### src/rtl/alu_pkg.sv
// Shared opcode encoding, MDU state encoding and helper functions for the
// execute-stage ALU/MDU.
package alu_pkg;

    typedef enum logic [4:0] {
        OP_ADD    = 5'b00000,
        OP_SUB    = 5'b00001,
        OP_AND    = 5'b00010,
        OP_OR     = 5'b00011,
        OP_SLL    = 5'b00100,
        OP_SLT    = 5'b00101,
        OP_SRA    = 5'b00111,
        OP_SLTU   = 5'b01000,
        OP_XOR    = 5'b01010,
        OP_SRL    = 5'b01011,
        OP_LUI    = 5'b01100,
        OP_MUL    = 5'b10000,
        OP_MULH   = 5'b10001,
        OP_MULHSU = 5'b10010,
        OP_MULHU  = 5'b10011,
        OP_DIV    = 5'b10100,
        OP_DIVU   = 5'b10101,
        OP_REM    = 5'b10110,
        OP_REMU   = 5'b10111
    } alu_op_e;

    typedef enum logic [1:0] {
        MDU_IDLE,
        MDU_MUL,
        MDU_DIV,
        MDU_FIX
    } mdu_state_e;

    // Wide enough for XLEN=64; users slice [XLEN-1:0].
    localparam logic [63:0] DIV0_Q       = '1;
    localparam logic [63:0] RESET_RESULT = '0;

    function automatic logic is_mdu_op(input logic [4:0] op);
        return op[4];
    endfunction

    function automatic logic is_div_op(input logic [4:0] op);
        return op[4] && op[2];
    endfunction

    function automatic logic is_signed_a(input logic [4:0] op);
        return (op == OP_MULH) || (op == OP_MULHSU) || (op == OP_DIV) || (op == OP_REM);
    endfunction

    function automatic logic is_signed_b(input logic [4:0] op);
        return (op == OP_MULH) || (op == OP_DIV) || (op == OP_REM);
    endfunction

endpackage

### src/rtl/mdu_iter.sv
// Radix-2 iterative multiply/divide engine: shift-add multiply, restoring
// divide, one bit per clock, fixed XLEN+1 cycle occupancy per operation.
module mdu_iter
    import alu_pkg::*;
#(
    parameter int XLEN = 32
) (
    input  logic            i_clk,
    input  logic            i_rst_n,
    input  logic            i_start,
    input  logic            i_abort,
    input  logic [4:0]      i_op,
    input  logic [XLEN-1:0] i_a,
    input  logic [XLEN-1:0] i_b,
    output logic            o_ready,
    output logic            o_busy,
    output logic            o_done,
    output logic [XLEN-1:0] o_result
);
    localparam int CW = $clog2(XLEN);

    mdu_state_e        state_q, state_d;
    logic [CW-1:0]     cnt_q;
    logic [4:0]        op_q;
    logic              neg_q, div0_q;
    logic [XLEN-1:0]   mcand_q;
    // Multiply: {hi, lo} product. Divide: {remainder, quotient/dividend}.
    logic [2*XLEN-1:0] prod_q, prod_next, prod_signed;

    logic              a_neg, b_neg, div_ge;
    logic [XLEN-1:0]   abs_a, abs_b, quot, rem, div_diff;
    logic [XLEN:0]     add_sum, div_shift;

    assign a_neg = is_signed_a(i_op) && i_a[XLEN-1];
    assign b_neg = is_signed_b(i_op) && i_b[XLEN-1];
    assign abs_a = a_neg ? -i_a : i_a;
    assign abs_b = b_neg ? -i_b : i_b;

    always_comb begin
        state_d = state_q;
        case (state_q)
            MDU_IDLE: if (i_start) state_d = is_div_op(i_op) ? MDU_DIV : MDU_MUL;
            MDU_MUL,
            MDU_DIV:  if (cnt_q == '0) state_d = MDU_FIX;
            MDU_FIX:  state_d = MDU_IDLE;
            default:  state_d = MDU_IDLE;
        endcase
        if (i_abort) state_d = MDU_IDLE;
    end

    always_comb begin
        add_sum   = {1'b0, prod_q[2*XLEN-1:XLEN]} + (prod_q[0] ? {1'b0, mcand_q} : '0);
        div_shift = prod_q[2*XLEN-1:XLEN-1];
        div_ge    = div_shift >= {1'b0, mcand_q};
        // The partial remainder is below 2^XLEN whenever the trial subtraction succeeds.
        div_diff  = div_shift[XLEN-1:0] - mcand_q;
        prod_next = prod_q;
        if (state_q == MDU_MUL)
            prod_next = {add_sum, prod_q[XLEN-1:1]};
        else if (state_q == MDU_DIV)
            prod_next = {(div_ge ? div_diff : div_shift[XLEN-1:0]), prod_q[XLEN-2:0], div_ge};
    end

    always_comb begin
        prod_signed = neg_q ? -prod_q : prod_q;
        quot        = prod_q[XLEN-1:0];
        rem         = prod_q[2*XLEN-1:XLEN];
        o_result    = '0;
        case (op_q)
            OP_MUL:                        o_result = prod_signed[XLEN-1:0];
            OP_MULH, OP_MULHSU, OP_MULHU:  o_result = prod_signed[2*XLEN-1:XLEN];
            OP_DIV, OP_DIVU:               o_result = div0_q ? DIV0_Q[XLEN-1:0] : (neg_q ? -quot : quot);
            OP_REM, OP_REMU:               o_result = neg_q ? -rem : rem;
            default:                       o_result = '0;
        endcase
    end

    always_ff @(posedge i_clk or negedge i_rst_n) begin
        if (!i_rst_n) state_q <= MDU_IDLE;
        else          state_q <= state_d;
    end

    always_ff @(posedge i_clk or negedge i_rst_n) begin
        if (!i_rst_n) begin
            cnt_q   <= '0;
            op_q    <= '0;
            neg_q   <= 1'b0;
            div0_q  <= 1'b0;
            mcand_q <= '0;
            prod_q  <= '0;
        end else begin
            case (state_q)
                MDU_IDLE: if (i_start) begin
                    op_q    <= i_op;
                    prod_q  <= {{XLEN{1'b0}}, abs_a};
                    mcand_q <= abs_b;
                    // Remainder takes the dividend's sign; everything else the product of signs.
                    neg_q   <= (i_op == OP_REM) ? a_neg : (a_neg ^ b_neg);
                    div0_q  <= (i_b == '0);
                    cnt_q   <= CW'(XLEN - 1);
                end
                MDU_MUL, MDU_DIV: begin
                    prod_q <= prod_next;
                    cnt_q  <= cnt_q - CW'(1);
                end
                default: ;
            endcase
        end
    end

    assign o_ready = (state_q == MDU_IDLE);
    assign o_busy  = !o_ready;
    assign o_done  = (state_q == MDU_FIX) && !i_abort;

endmodule

### src/rtl/alu_mdu_iter.sv
// Execute-stage unit: operand selection, single-cycle base ALU and an
// optional iterative multiply/divide engine behind a valid/ready handshake.
module alu_mdu_iter
    import alu_pkg::*;
#(
    parameter int XLEN   = 32,
    parameter int MDU_EN = 1
) (
    input  logic            i_clk,
    input  logic            i_rst_n,
    input  logic            i_valid,
    output logic            o_ready,
    input  logic            i_flush,
    input  logic [4:0]      i_op,
    input  logic [XLEN-1:0] i_operand_a,
    input  logic [XLEN-1:0] i_operand_b,
    input  logic            i_op_a_sel,
    input  logic            i_op_b_sel,
    input  logic [XLEN-1:0] i_pc,
    input  logic [XLEN-1:0] i_imm,
    output logic            o_valid,
    output logic [XLEN-1:0] o_result,
    output logic            o_busy
);
    localparam int SHW = $clog2(XLEN);

    logic [XLEN-1:0] op_a, op_b, alu_res, mdu_result;
    logic [SHW-1:0]  shamt;
    logic            accept, mdu_start, mdu_done, mdu_ready, mdu_busy;

    assign op_a  = i_op_a_sel ? i_pc  : i_operand_a;
    assign op_b  = i_op_b_sel ? i_imm : i_operand_b;
    assign shamt = op_b[SHW-1:0];

    // Flush has priority over a request presented in the same cycle.
    assign accept    = i_valid && o_ready && !i_flush;
    assign mdu_start = accept && is_mdu_op(i_op) && (MDU_EN != 0);

    always_comb begin
        // NOTE: default first so every path assigns alu_res; otherwise a latch is inferred.
        alu_res = '0;
        case (i_op)
            OP_ADD:  alu_res = op_a + op_b;
            OP_SUB:  alu_res = op_a - op_b;
            OP_AND:  alu_res = op_a & op_b;
            OP_OR:   alu_res = op_a | op_b;
            OP_XOR:  alu_res = op_a ^ op_b;
            OP_SLL:  alu_res = op_a << shamt;
            OP_SRL:  alu_res = op_a >> shamt;
            OP_SRA:  alu_res = $signed(op_a) >>> shamt;
            OP_SLT:  alu_res = XLEN'($signed(op_a) < $signed(op_b));
            OP_SLTU: alu_res = XLEN'(op_a < op_b);
            OP_LUI:  alu_res = op_b;
            default: alu_res = '0;
        endcase
    end

    if (MDU_EN != 0) begin : g_mdu
        mdu_iter #(.XLEN(XLEN)) u_mdu (
            .i_clk    (i_clk),
            .i_rst_n  (i_rst_n),
            .i_start  (mdu_start),
            .i_abort  (i_flush),
            .i_op     (i_op),
            .i_a      (op_a),
            .i_b      (op_b),
            .o_ready  (mdu_ready),
            .o_busy   (mdu_busy),
            .o_done   (mdu_done),
            .o_result (mdu_result)
        );
    end else begin : g_no_mdu
        assign mdu_ready  = 1'b1;
        assign mdu_busy   = 1'b0;
        assign mdu_done   = 1'b0;
        assign mdu_result = '0;
    end

    assign o_ready = mdu_ready;
    assign o_busy  = mdu_busy;

    always_ff @(posedge i_clk or negedge i_rst_n) begin
        if (!i_rst_n) begin
            o_valid  <= 1'b0;
            o_result <= RESET_RESULT[XLEN-1:0];
        end else begin
            // NOTE: non-blocking assignments so every register samples pre-edge values.
            o_valid <= 1'b0;
            if (mdu_done) begin
                o_valid  <= 1'b1;
                o_result <= mdu_result;
            end else if (accept && !mdu_start) begin
                o_valid  <= 1'b1;
                o_result <= alu_res;
            end
        end
    end

endmodule
### config.mk
export PLATFORM = sky130hd
export DESIGN_NAME = alu_mdu_iter
export DESIGN_NICKNAME = d
export VERILOG_FILES = /design/src/rtl/alu_pkg.sv /design/src/rtl/mdu_iter.sv /design/src/rtl/alu_mdu_iter.sv
export SDC_FILE = /design/constraint.sdc
export NUM_CORES = 1
export LEC_CHECK = 0
export ABC_AREA = 1
export CAP_MARGIN = 15
export CORE_MARGIN = 2
export CORE_UTILIZATION = 30
export DETAILED_ROUTE_END_ITERATION = 8
export GPL_ROUTABILITY_DRIVEN = 0
export PLACE_DENSITY = 0.48
export SKIP_LAST_GASP = 1
export SYNTH_ARGS = -nofsm -noshare
export SYNTH_HDL_FRONTEND = slang
export SYNTH_SLANG_ARGS = --single-unit
### constraint.sdc
create_clock -name i_clk -period 2.8 [get_ports i_clk]
set_input_delay 0.7 -clock i_clk [delete_from_list [all_inputs] [get_ports i_clk]]
set_output_delay 0.7 -clock i_clk [all_outputs]
set_load 0.05 [all_outputs]
Word-level counts from Yosys, hierarchy flattened
Cells that the tools add are included.
Widths: inputs -> output; s select.

storage, ports and cells
  bits of input ports = 139
  logic and storage cells = 116
  register bits = 143

operators by class
  multiplexer cells = 28
  reductions and logical operators = 30
  shifts and indexed selects = 3
  order comparisons = 3
  bitwise gates (word level) = 4
  add/sub/neg operators = 10
  eq/ne operators = 29

operators by type and width
  cell                number
  $mux 32             11
  $pmux 32 s11        1
  $mux 64             4
  $neg 32->32         4
  $pmux 32 s4         1
  $pmux 64 s2         1
  $lt 32x32->1        2
  $neg 64->64         1
  $sub 32x32->32      2
  $eq 5x5->1 const B  12
  $add 32x33->33      1
  $ge 33x32->1        1
  $add 32x32->32      1
  $and 32x32->32      1
  $logic_not 32->1    1
  $or 32x32->32       1
  $shl 32x5->32       1
  $shr 32x5->32       1
  $sshr 32x5->32      1
  $xor 32x32->32      1
  $eq 5x4->1 const B  4
  $eq 5x3->1 const B  3
  $eq 5x2->1 const B  2
  $logic_not 5->1     2
  other kinds (22)    47

Logic depth before layout (Yosys ltp)
Gate-level depths: netlist of the first run.

  depth after elaboration = 8
  gate-level depth with buffers = 25
  gate-level depth less buffers = 21

Modules after synthesis
A second synthesis of the first run with hierarchy kept.

unflattened totals
  cell total of the unflattened synthesis = 5300
  area, all modules = 28068.2 um^2

by module, submodules not included
  module        area an instance (um^2)  seq. area each (um^2)  instances  cells each
  mdu_iter      15638.7                  2752.6                 1          2867
  alu_mdu_iter  12429.4                  825.8                  1          2433

Least setup slack after synthesis of the first run
Ideal clock, no wire load.

  path kind = input to register
  start = in i_op_b_sel
  end = reg o_result[19]
  path buffers = 6
  cell stages on the path = 23
  slack = -0.577 ns
  arrival = 3.299 ns
  data required time = 2.723 ns
  cells stage by stage = buf_6 -> buf_6 -> nand2_1 -> nand2_2 -> buf_6 -> inv_2 -> clkbuf_1 -> buf_2 -> ha_1 -> clkbuf_1 -> nor2_1 -> inv_1 -> nor2_1 -> nand3_1 -> nand3b_1 -> nand2_1 -> nand2_1 -> o21ai_0 -> o21ai_0 -> inv_1 -> nand2_1 -> nand2_1 -> a21oi_1

on the way
  longest elaborated chain between the ends = 5
  elaborated cells between the ends (all ways) = 12

RTL lines
  item                                          line                text
  start, declared                               alu_mdu_iter.sv:18  input logic i_op_b_sel,
  $mux 32 (*)                                   alu_mdu_iter.sv:32  assign op_b = i_op_b_sel ? i_imm : i_operand_b;
  $sub 32x32->32, or another cell as far along  alu_mdu_iter.sv:44  OP_SUB: alu_res = op_a - op_b;
  $pmux 32 s11 (*)                              alu_mdu_iter.sv:42  case (i_op)
  $mux 32 (*)                                   alu_mdu_iter.sv:92  end else if (accept && !mdu_start) begin
  $mux 32 (*)                                   alu_mdu_iter.sv:89  if (mdu_done) begin
  end signal, assigned                          alu_mdu_iter.sv:85  o_result <= RESET_RESULT[XLEN-1:0];
  end signal, assigned                          alu_mdu_iter.sv:91  o_result <= mdu_result;
  end signal, assigned                          alu_mdu_iter.sv:94  o_result <= alu_res;
  end, declared                                 alu_mdu_iter.sv:22  output logic [XLEN-1:0] o_result,

Every way passes the cells marked *; elsewhere a longest branch is shown, timed or not. The select of a mux whose other input is x is not followed.
A chain may end at the register's enable or synchronous reset.

Worst setup path in the final report of the first run
  start = in i_op_b_sel
  end = reg o_result[18]

The elaborated chain is that of the path after synthesis.

==> results of run 1 <==
-- how the worst min path moves through the flow --
stage,cells past startpoint,from,to,slack (ns)
after floorplan,0,i_rst_n,g_mdu.u_mdu.cnt_q[0]$_DFFE_PN0P_,0.40
after global placement,2,g_mdu.u_mdu.op_q[0]$_DFFE_PN0P_,g_mdu.u_mdu.op_q[0]$_DFFE_PN0P_,0.47
after detailed placement,2,o_result[3]$_DFFE_PN0P_,o_result[3]$_DFFE_PN0P_,0.47
after CTS,1,i_rst_n,g_mdu.u_mdu.prod_q[48]$_DFFE_PN0P_,0.23
after global routing,1,i_rst_n,g_mdu.u_mdu.prod_q[50]$_DFFE_PN0P_,0.25
final,1,i_rst_n,g_mdu.u_mdu.prod_q[48]$_DFFE_PN0P_,0.21
-- Yosys cell counts, drive strengths merged --
master	count	area share (%)
a211oi	5	0.14
a21boi	8	0.23
a21o	15	0.42
a21oi	358	6.8
a221oi	7	0.23
a22oi	11	0.31
a31oi	34	0.80
a32oi	3	0.099
and2	2	0.047
and3	4	0.094
buf	80	1.7
clkbuf	114	1.6
clkinv	2	0.028
dfrtp	143	13
fa	4	0.30
ha	179	8.4
inv	508	7.2
nand2	1592	23
nand3	556	11
nand3b	13	0.37
nand4	69	1.7
nor2	541	7.9
nor3	59	1.2
nor4	12	0.33
o2111a	1	0.042
o2111ai	7	0.23
o211ai	25	0.71
o21a	14	0.40
o21ai	364	7.2
o21bai	17	0.48
o221ai	1	0.033
o22ai	27	0.64
o311ai	1	0.033
o31ai	4	0.11
o32ai	1	0.033
or2	40	0.96
xnor2	16	0.53
xor2	52	1.7
-- power by group --
group / switching [W] / internal, W
Clock: 0.00112 / 0.00125
Combinational: 0.0154 / 0.00877
Sequential: 0.00125 / 0.00298
Total: 0.0178 / 0.0130
-- kinds of logic after synthesis --
kind of cell | count (synthesis) | synth area share, %
compound gates | 903 | 18.9
xor+xnor | 68 | 2.25
fa+ha+maj | 183 | 8.75
buf+inv | 704 | 10.5
flops | 143 | 13.5
simple gates | 2888 | 46.1
-- metal layers --
layer / up-vias / share of wire, % / track usage, %
met2: 2038 / 42 / 52.0
met1: 17689 / 40 / 43.9
met5: - / 0.050 / 0
met3: 491 / 10 / 6.19
met4: 12 / 7.5 / 20.3
li1: 18124 / - / -
-- area by class of cell --
| cell class | instances | area, um2 |
|---|---|---|
| well taps | 1165 | 1460 |
| diodes | 2 | 5.00 |
| repair buffers | 1175 | 10200 |
| repair inverters | 2 | 36.3 |
| flip-flops and latches | 143 | 3580 |
| multi-input cells | 4042 | 23200 |
| fillers | 9365 | 47000 |
| inverters | 510 | 2010 |
| clock buffers | 17 | 425 |
| clock inverters | 14 | 151 |
-- per-stage QoR --
| stage | setup TNS, ns | util [%] | hold WS [ns] |
|---|---|---|---|
| 2_1_floorplan | -3.47 | - | 0.404 |
| 3_3_place_gp | -75.88 | 41.5 | 0.469 |
| 3_5_place_dp | -77.94 | 41.5 | 0.467 |
| 5_1_grt | -6.40 | 46.6 | 0.250 |
| 6_report | -3.45 | 46.6 | 0.210 |
| 4_1_cts | -1.77 | 44.9 | 0.233 |
-- sequential cells by signal, indices dropped and copies added, names as in the netlist --
register,flops
o_valid,1
g_mdu.u_mdu.neg_q,1
g_mdu.u_mdu.prod_q,64
o_result,32
g_mdu.u_mdu.cnt_q,5
g_mdu.u_mdu.mcand_q,32
g_mdu.u_mdu.op_q,5
g_mdu.u_mdu.state_q,2
g_mdu.u_mdu.div0_q,1
-- what timing repair did --
item | in CTS | in global routing
gates resized for setup | 527 | 353
setup endpoints to repair | 72 | 96
setup buffers | 76 | 38
pin swaps | 185 | 186
hold buffers | 0 | 0
endpoints found under the hold margin | 0 | 0
cloned | 5 | 1
-- critical path, delay by kind of cell --
family          cells  cell delay [ns]
buf+inv             6             0.83
simple gates       10             0.93
compound gates      3             0.59
fa+ha+maj           1             0.29
==> results.md, run 1 <==
- Outcome: finished with violations
- Failing checks: negative setup slack
- Placement Setup Slack: -1.48 ns
- Max-cap viol count: 0
- Clk_lat worst skew: 0.46 ns
- R2R Setup Slk: -0.06 ns
- Max incr delay on CP: 0.29 ns
- Mean cell area of the mapped netlist: 5.42 um2
- Layout cell share with drive strength beyond 1: 30.2%
- Post-synthesis sequential area ratio: 13.5%
- CTS sink count: 143
- Critical-path cell list: buf_8 -> buf_16 -> buf_12 -> buf_6 -> o21ai_4 -> ha_4 -> buf_6 -> nor2_4 -> buf_6 -> nand2_2 -> nand2_2 -> a21oi_4 -> nand2_1 -> nand2_1 -> nand3_2 -> nand4_1 -> o21bai_1 -> nand2_1 -> nand2_1 -> nand2_1
- Vias: 38,354
- Die area: 90,800 um2
- WS Path Type: in2reg
- Drt total wl: 160,000 um
- Die Height: 301 um
- CTS tree: built
- #FFs+latches synth: 143
- Initial Util: 30.1%
- Slew Viols, Final: 0
- 1st-iter DRT viols: 4,680
- Number of global-route vias before repair: 35,730
- Critical Path End: o_result[18]$_DFFE_PN0P_
- Fmax: 332 MHz
- Syn Nets: 5,211
- Root Driver: clkbuf_16
- # port buffers: 173
- Total CTS buffers: 17
- Worst vdd ir: 0.608 mV
- Post-Layout Inst Area: 41,000 um2
- Antenna Nets Post-Route: 0
- Clock Path Buffers: 2
- Worst-path clk slew: 0.08 ns
- Post-DP Area: 36,500 um2
- Startpoint Class: primary input
- IO Pins: 174
- Htree depth: 4
- Worst R2R Start: g_mdu.u_mdu.prod_q[0]$_DFFE_PN0P_
- DR WL/cell: 22.6 um
- Gr ovfl total: 0
- CP Capture Type: flop
- Critical path's slowest cell: ha_4
- Required @ worst endpoint: 3.15 ns
- Most frequent cells in the layout: nand2_1 (1,408), buf_4 (893), nand3_1 (497)
- R2R Path End: o_result[20]$_DFFE_PN0P_
- Arr. time, crit path: 3.36 ns
- Power, Total: 0.0308 W
- # setup viols final: 28
- DP HPWL: 132,000 um
- Period minus WS final: 3.01 ns
- Area growth, synth to finish: 54.7%
- Max transition margin: 57.7%
- Setup ws final: -0.214 ns
- Largest net degree at the start of global routing: 84
- Yosys warning count: 0
- Final period utilization: 108%
- Post-synth cell types: 58
- Vias per Instance: 5.42
- Worst Skew: 0.0128 ns
- Post-route DRC violation count: 0
- Initial DRT Pass Iterations: 6
- Critical path launch point: i_op_b_sel
- Most common cell after layout, fill and taps aside: nand2_1
- CP max FO: 7
- Antenna violations before repair: 8
- Reg2reg path depth: 16
- Power Density: 751 nW/um2
- First-pass GRT wire length: 228,000 um
- Final hold violations: 0
- Fin cells: 7,070
- Inst Count DP: 6,928
- Post-Syn Area: 26,500 um2
- Hold Crit Class: in2async
- Tot GR Track Use: 33.8%
- RSZ-0062 raised after global routing: true
- Pleak: 20.2 nW
- Rows: 109
- Worst Tran Pin Value: 0.634 ns
- Die X: 301 um
- CP dominant cell by count: nand2_1
- Gate Count Post-Synth: 4,889
- Final net count: 6,213
- Core footprint: 88,000 um2
(Power assumes the default switching activity.)
==> run 2, diff against run 1 <==
Settings changed: CTS_CLUSTER_DIAMETER from default to 50.
==> results of run 2 <==
Same layout as run 1: the final DEF is identical, and so are final timing and power.
